$ cat src/rtl/irq_arbiter.sv
// Interrupt arbiter: rising-edge capture into a pending register, one grant at a time to the core.
// Grant order is round-robin by default; define IRQ_ARB_FIXED_PRIO_EN for lowest-index-first priority.
module irq_arbiter #(
  parameter int N_SRC = 8,
  parameter int ID_W  = $clog2(N_SRC)
) (
  input  logic             clk_i,
  input  logic             rst_ni,
  input  logic [N_SRC-1:0] irq_src_i,
  input  logic [N_SRC-1:0] irq_mask_i,
  input  logic             irq_ret_i,
  output logic             irq_req_o,
  output logic [ID_W-1:0]  irq_id_o,
  output logic [N_SRC-1:0] irq_ack_o,
  output logic [N_SRC-1:0] pending_o
);

  typedef enum logic [1:0] {IDLE, BUSY, RELEASE} state_e;

  state_e           r_state;
  logic [N_SRC-1:0] r_src_q;
  logic [N_SRC-1:0] r_pending;
  logic [N_SRC-1:0] r_ack;
  logic             r_req;
  logic [ID_W-1:0]  r_id;

  logic [N_SRC-1:0] w_rise;
  logic [N_SRC-1:0] w_elig;
  logic [N_SRC-1:0] w_clr;
  logic [ID_W-1:0]  w_win;
  logic             w_found;

  assign w_rise = irq_src_i & ~r_src_q;
  assign w_elig = r_pending & irq_mask_i;

`ifdef IRQ_ARB_FIXED_PRIO_EN
  always_comb begin
    w_win   = '0;
    w_found = 1'b0;
    for (int unsigned i = 0; i < N_SRC; i++) begin
      if (!w_found && w_elig[i[ID_W-1:0]]) begin
        w_win   = ID_W'(i);
        w_found = 1'b1;
      end
    end
  end
`else
  logic [ID_W-1:0] r_rr_ptr;
  int unsigned     w_idx;

  always_comb begin
    w_win   = '0;
    w_found = 1'b0;
    w_idx   = 0;
    for (int unsigned i = 0; i < N_SRC; i++) begin
      w_idx = (32'(r_rr_ptr) + i) % N_SRC;
      if (!w_found && w_elig[w_idx[ID_W-1:0]]) begin
        w_win   = w_idx[ID_W-1:0];
        w_found = 1'b1;
      end
    end
  end

  always_ff @(posedge clk_i or negedge rst_ni) begin
    if (!rst_ni) begin
      r_rr_ptr <= '0;
    end else if (r_state == BUSY && irq_ret_i) begin
      r_rr_ptr <= (r_id == ID_W'(N_SRC - 1)) ? '0 : r_id + ID_W'(1);
    end
  end
`endif

  always_comb begin
    w_clr = '0;
    if (r_state == BUSY && irq_ret_i) w_clr[r_id] = 1'b1;
  end

  // Edge history resets to all-ones so lines already high at reset release are not taken as events.
  always_ff @(posedge clk_i or negedge rst_ni) begin
    if (!rst_ni) begin
      r_state   <= IDLE;
      r_src_q   <= '1;
      r_pending <= '0;
      r_ack     <= '0;
      r_req     <= 1'b0;
      r_id      <= '0;
    end else begin
      r_src_q   <= irq_src_i;
      r_pending <= (r_pending & ~w_clr) | w_rise;
      unique case (r_state)
        IDLE: begin
          r_ack <= '0;
          if (w_found) begin
            r_id    <= w_win;
            r_req   <= 1'b1;
            r_state <= BUSY;
          end
        end
        BUSY: begin
          if (irq_ret_i) begin
            r_req   <= 1'b0;
            r_ack   <= w_clr;
            r_state <= RELEASE;
          end
        end
        RELEASE: begin
          r_ack   <= '0;
          r_state <= IDLE;
        end
        default: r_state <= IDLE;
      endcase
    end
  end

  assign irq_req_o = r_req;
  assign irq_id_o  = r_id;
  assign irq_ack_o = r_ack;
  assign pending_o = r_pending;

endmodule

$ cat config.mk
export PLATFORM = sky130hd
export DESIGN_NAME = irq_arbiter
export DESIGN_NICKNAME = d
export VERILOG_FILES = /design/src/rtl/irq_arbiter.sv
export SDC_FILE = /design/constraint.sdc
export NUM_CORES = 1
export LEC_CHECK = 0
export ABC_CLOCK_PERIOD_IN_PS = 3230
export BUFFER_PORTS_ARGS = -buffer_cell sky130_fd_sc_hd__buf_2
export CAP_MARGIN = 20
export CORE_MARGIN = 1
export CORE_UTILIZATION = 50
export CTS_BUF_LIST = sky130_fd_sc_hd__clkbuf_8
export CTS_CLUSTER_DIAMETER = 100
export DETAILED_ROUTE_END_ITERATION = 12
export GPL_TIMING_DRIVEN = 0
export PLACE_DENSITY = 0.76
export SLEW_MARGIN = 25
export SYNTH_ARGS = -nofsm -noshare
export SYNTH_HDL_FRONTEND = slang
export SYNTH_SLANG_ARGS = --single-unit
$ cat constraint.sdc
create_clock -name clk_i -period 3.23 [get_ports clk_i]
set_input_delay 0.323 -clock clk_i [delete_from_list [all_inputs] [get_ports clk_i]]
set_output_delay 0.323 -clock clk_i [all_outputs]
set_load 0.05 [all_outputs]
# ---- Yosys cells after proc, flatten, opt, wreduce, memory -nomap -nowiden
# Cells that the tools add are included.
dict set report totals {
  inputBits 19
  latch_bits 0
  mem_count 0
  out_inout_bits 20
  ramBits 0
  elab_cells 104
  regBits 33
  mem_bits_ro 0
}
dict set report classes {
  reduce_logical 24
  n_mux 44
  div_mod_pow 0
  bitwise 6
  n_mul 0
  eq_ne 5
  n_addsub 8
  shift 0
  order_cmp 10
}
# cell n
set op_table {}
lappend op_table {{$lt 3x4->1 const B} 9}
lappend op_table {{$mux 3} 9}
lappend op_table {{$and 8x8->8} 3}
lappend op_table {{$bmux 1 s3} 8}
lappend op_table {{$mux 1} 19}
lappend op_table {{$mux 8} 2}
lappend op_table {{$not 8->8} 2}
lappend op_table {{$pmux 8 s2} 1}
lappend op_table {{$add 3x3->3 const B} 4}
lappend op_table {{$logic_and 1x1->1} 9}
lappend op_table {{$or 8x8->8} 1}
lappend op_table {{$logic_not 1->1} 7}
lappend op_table {{$add 3x1->3 const B} 2}
lappend op_table {{$add 3x2->3 const B} 2}
lappend op_table {{$reduce_and 2->1} 3}
lappend op_table {{$mux 2} 2}
lappend op_table {{$ne 2x2->1 const B} 2}
lappend op_table {{$pmux 2 s2} 1}
lappend op_table {{$reduce_bool 2->1} 2}
lappend op_table {{$demux 1 s3} 1}
lappend op_table {{$eq 3x3->1 const B} 1}
lappend op_table {{$ge 3x1->1 const B} 1}
lappend op_table {{$reduce_and 3->1} 1}
lappend op_table {{$eq 2x1->1 const B} 1}
lappend op_table {{4 further kinds} 4}

# ---- Logic depth before layout (Yosys ltp)
dict set report depth {
  ltp_word 27
  ltp_mapped 10
}

# ---- Worst setup path before layout
# No wires, ideal clock.
dict set report synth_timing {
  path_kind {reg2reg}
  startpoint {register r_rr_ptr[0]}
  endpoint {register r_id[2], in the netlist irq_id_o[2]}
  required_ns 3.126
  synth_period_minus_slack_ns 2.731
  setup_ns 0.104
  arrival_time_ns 2.628
  path_stages_with_launch 9
  slack_ns 0.499
  n_path_buf 2
  path_cell_list {dfrtp_1 -> inv_2 -> buf_6 -> ha_1 -> clkbuf_1 -> mux4_2 -> and3_4 -> a41o_4 -> o41ai_2}
}
dict set report synth_via {
  elab_chain_len 25
  word_cells_on_any_way 54
  classes_between {7 x add/sub; 32 x mux; 15 x reduce/logical}
}
# item line
set synth_rtl {}
lappend synth_rtl {{start, declared} 48} ;# logic [ID_W-1:0] r_rr_ptr;
lappend synth_rtl {{start signal, assigned} 68} ;# r_rr_ptr <= (r_id == ID_W'(N_SRC - 1)) ? '0 : r_id + ID_W'(1);
lappend synth_rtl {{parallel branches: the longest is 25 deep, another holds $add 3x1->3} -}
lappend synth_rtl {{end signal, assigned} 94} ;# r_id <= w_win;
lappend synth_rtl {{end, declared} 25} ;# logic [ID_W-1:0] r_id;
# Several ways; the timed one is not identified. The select of a mux whose other input is x is not followed.
# A chain may end at the register's enable or synchronous reset.

# ---- Worst setup path after layout
dict set report layout_timing {
  startpoint {register r_rr_ptr[0]}
  endpoint {register r_id[0], in the netlist irq_id_o[0]}
}
# The elaborated chain is that of the path after synthesis.

==> results.md <==
* Status: finished, final reports clean
* Sink Count at 33
* TritonCTS Buffers at 5
* Worst setup path startpoint: r_rr_ptr[0]
* Worst Reg-to-Reg Cells at 9
* Worst Setup Start Kind: flip-flop
* RSZ-0062 raised after global routing: no
* DRC viols at 0
* Critical path type: flip-flop to flip-flop
* Crit. End Element: flip-flop
* Reg2reg end: irq_id_o[0]
* Most frequent cells in the layout: nand2_1 (42), buf_2 (40), o21ai_0 (26)
* Final period util at 0.934
* FF+latch count, synth at 33
* Synth Net Count at 276
* GRT overflow at 0
* Core ar. at 4470 um2
* H-tree levels at 2
* Fill cell count at 381
* Reg2Reg Launch Point: r_rr_ptr[0]
* Vias at 2227
* Routed len/inst at 17.3 um
* IO Port Bufs at 38
* Post-CTS Setup Inserts at 0
* Final min period at 3.02 ns
* Setup tns final at 0 ns
* P_leak at 1.30 nW
* Count of final hold-check violations at 0
* Antenna viol nets, final at 0
* Area Overhead vs Synth at 15.8%
* Relative slew margins at 0.524
* R2r setup slk at 0.21 ns
* Hold buffers post-CTS at 0
* Initial drt markers at 183
* Largest net degree at the start of global routing at 34
* Worst Path Max Fanout at 10
* Synth Warn # at 0
* Synth top area cells: dfrtp_1 (26%), mux4_2 (9.4%), dfstp_2 (8.7%), nand2_1 (6.6%), mux4_1 (5.5%)
* Clock latency on the worst-skew pair at 0.28 ns
* Seq/Total Area, Yosys at 0.347
* Synth area leader: dfrtp_1
* Number of synthesized flops with an enable pin at 0
* Post-synth ARST share at 1.00
* Slew Viols, Final at 0
* Most common cell after layout, fill and taps aside: nand2_1
* Final wirelength at 6060 um
* Mapped Avg Cell Area at 9.51 um2
* Worst EP arrival at 3.18 ns
* Power Total at 0.00339 W
* Routed vias/inst at 6.34
* Antenna violations before repair at 0
* Yosys top cell area share at 0.260
* Netlist cell types at 51
* Drt first pass iters at 5
* Clock transition at path regs at 0.07 ns
* Placed inst area at 2660 um2
* Ports at 39
* Data required time at the worst endpoint at 3.39 ns
* Worst Max-Slew Pin Slew at 0.714 ns
* Peak supply drop at 0.000767 V
* GRT met2 Usage at 0.403
* Max Cap Viol at 0
* Cell Pwr Density at 1220 nW/um2
* Initial Util at 0.538
* Diode count at 0
* Number of global-route vias before repair at 2071
* Clock Skews at 0.00234 ns
* Cell Area, Synth at 2410 um2
* Gr busiest metal: met2
* Gate Count Post-Synth at 253
* Most frequently used flop master after synthesis: dfrtp_1
* Nets at 321
* Met1 Track Usage GR at 0.354
* Die Y-Extent at 71.4 um
* Global-route wire length before repair at 10000 um
* # rows at 24
* Post-detail-place hpwl at 4710 um
* Max Fclk at 331 MHz
* Share of cells above drive strength 1 at 0.284
* Die W at 71.4 um
* Max Root-Sink Buffers at 2
* CTS tree: done
* Die area at 5090 um2
* Global-route usage over all layers at 0.260
* GR Util met3 at 0.0577
* Finished Cell Area at 2790 um2
* GP Congestion at 0.960
* HP Class: input pin to async pin
* Root Buffer: clkbuf_8
* Crit path capture: irq_id_o[0]
* Setup violations, final at 0
==> cell type report <==
| cell class | count | area [um2] | share of cell area |
|---|---|---|---|
| Multi-Input combinational cell | 195 | 1470 | 0.526 |
| Sequential cell | 33 | 836 | 0.300 |
| Timing Repair Buffer | 38 | 190 | 0.0683 |
| Clock buffer | 6 | 82.6 | 0.0296 |
| Tap cell | 52 | 65.1 | 0.0233 |
| Inverter | 16 | 60.1 | 0.0216 |
| Buffer | 9 | 52.6 | 0.0189 |
| Clock inverter | 2 | 33.8 | 0.0121 |
==> layer usage <==
| layer | vias to the layer above | share of wire |
|---|---|---|
| li1 | 1035 | - |
| met4 | 0 | 0.019 |
| met5 | - | 0 |
| met1 | 1079 | 0.44 |
| met3 | 14 | 0.063 |
| met2 | 99 | 0.48 |
==> where the power goes <==
group	internal (W)	leakage, nW	switching (W)
Clock	0.000248	0.0626	0.000148
Sequential	0.000523	0.378	0.000116
Combinational	0.000906	0.858	0.00145
Total	0.00168	1.30	0.00171
==> cell usage after synthesis (5+ instances only) <==
library cell	count
and2_1	12
dfrtp_1	25
dfstp_2	8
inv_1	12
mux2i_1	5
mux4_1	5
mux4_2	10
nand2_1	42
nand3_1	16
nor2_1	11
o21ai_0	26
==> critical path, stage by stage (launching register included) <==
cell and delay [ns]:
dfrtp_1 0.56, inv_2 0.09, buf_6 0.16, ha_1 0.31, inv_1 0.27, mux4_2 0.61
and2_1 0.23, and2_1 0.18, a221oi_1 0.38, o31ai_1 0.12
==> what timing repair did <==
| item | in CTS | in global routing |
|---|---|---|
| hold endpoints to repair | 0 | 0 |
| endpoints found under the setup margin | 0 | 1 |
| resized for setup | 0 | 3 |
==> worst min path at each step <==
stage,from,end,depth (start not counted)
floorplan,rst_ni,irq_ack_o[0],0
global placement,rst_ni,irq_ack_o[0],1
detailed placement,rst_ni,irq_ack_o[0],1
CTS,rst_ni,irq_ack_o[0],1
global route,irq_src_i[5],r_src_q[5],1
finish,rst_ni,irq_ack_o[6],1
==> cells by family (layout without fill, tap and decap cells) <==
| kind of cell | Yosys count | after routing | share of synthesized area |
|---|---|---|---|
| AND/OR/NAND/NOR | 102 | 102 | 0.207 |
| AO/OA/AOI/OAI | 63 | 63 | 0.184 |
| flip-flops | 33 | 33 | 0.347 |
| buffers and inverters | 25 | 71 | 0.0463 |
| multiplexers | 23 | 23 | 0.184 |
| adder cells (fa/ha/maj) | 4 | 4 | 0.0208 |
| XOR/XNOR | 3 | 3 | 0.0109 |
==> state kept, by name, indices dropped and copies added, names as in the netlist <==
signal	count
r_state	2
irq_req_o	1
irq_ack_o	8
r_src_q	8
irq_id_o	3
r_rr_ptr	3
pending_o	8
==> per-stage QoR <==
step	cells	util	hold WS, ns	worst slack (ns)
finish	351	0.623	0.0833	0.213
CTS	351	0.621	0.0973	0.147
global route	351	0.623	0.122	0.0972
global placement	343	0.595	0.405	0.185
floorplan	253	-	0.0274	0.499
detailed placement	343	0.595	0.411	0.162
(Power assumes the default switching activity.)
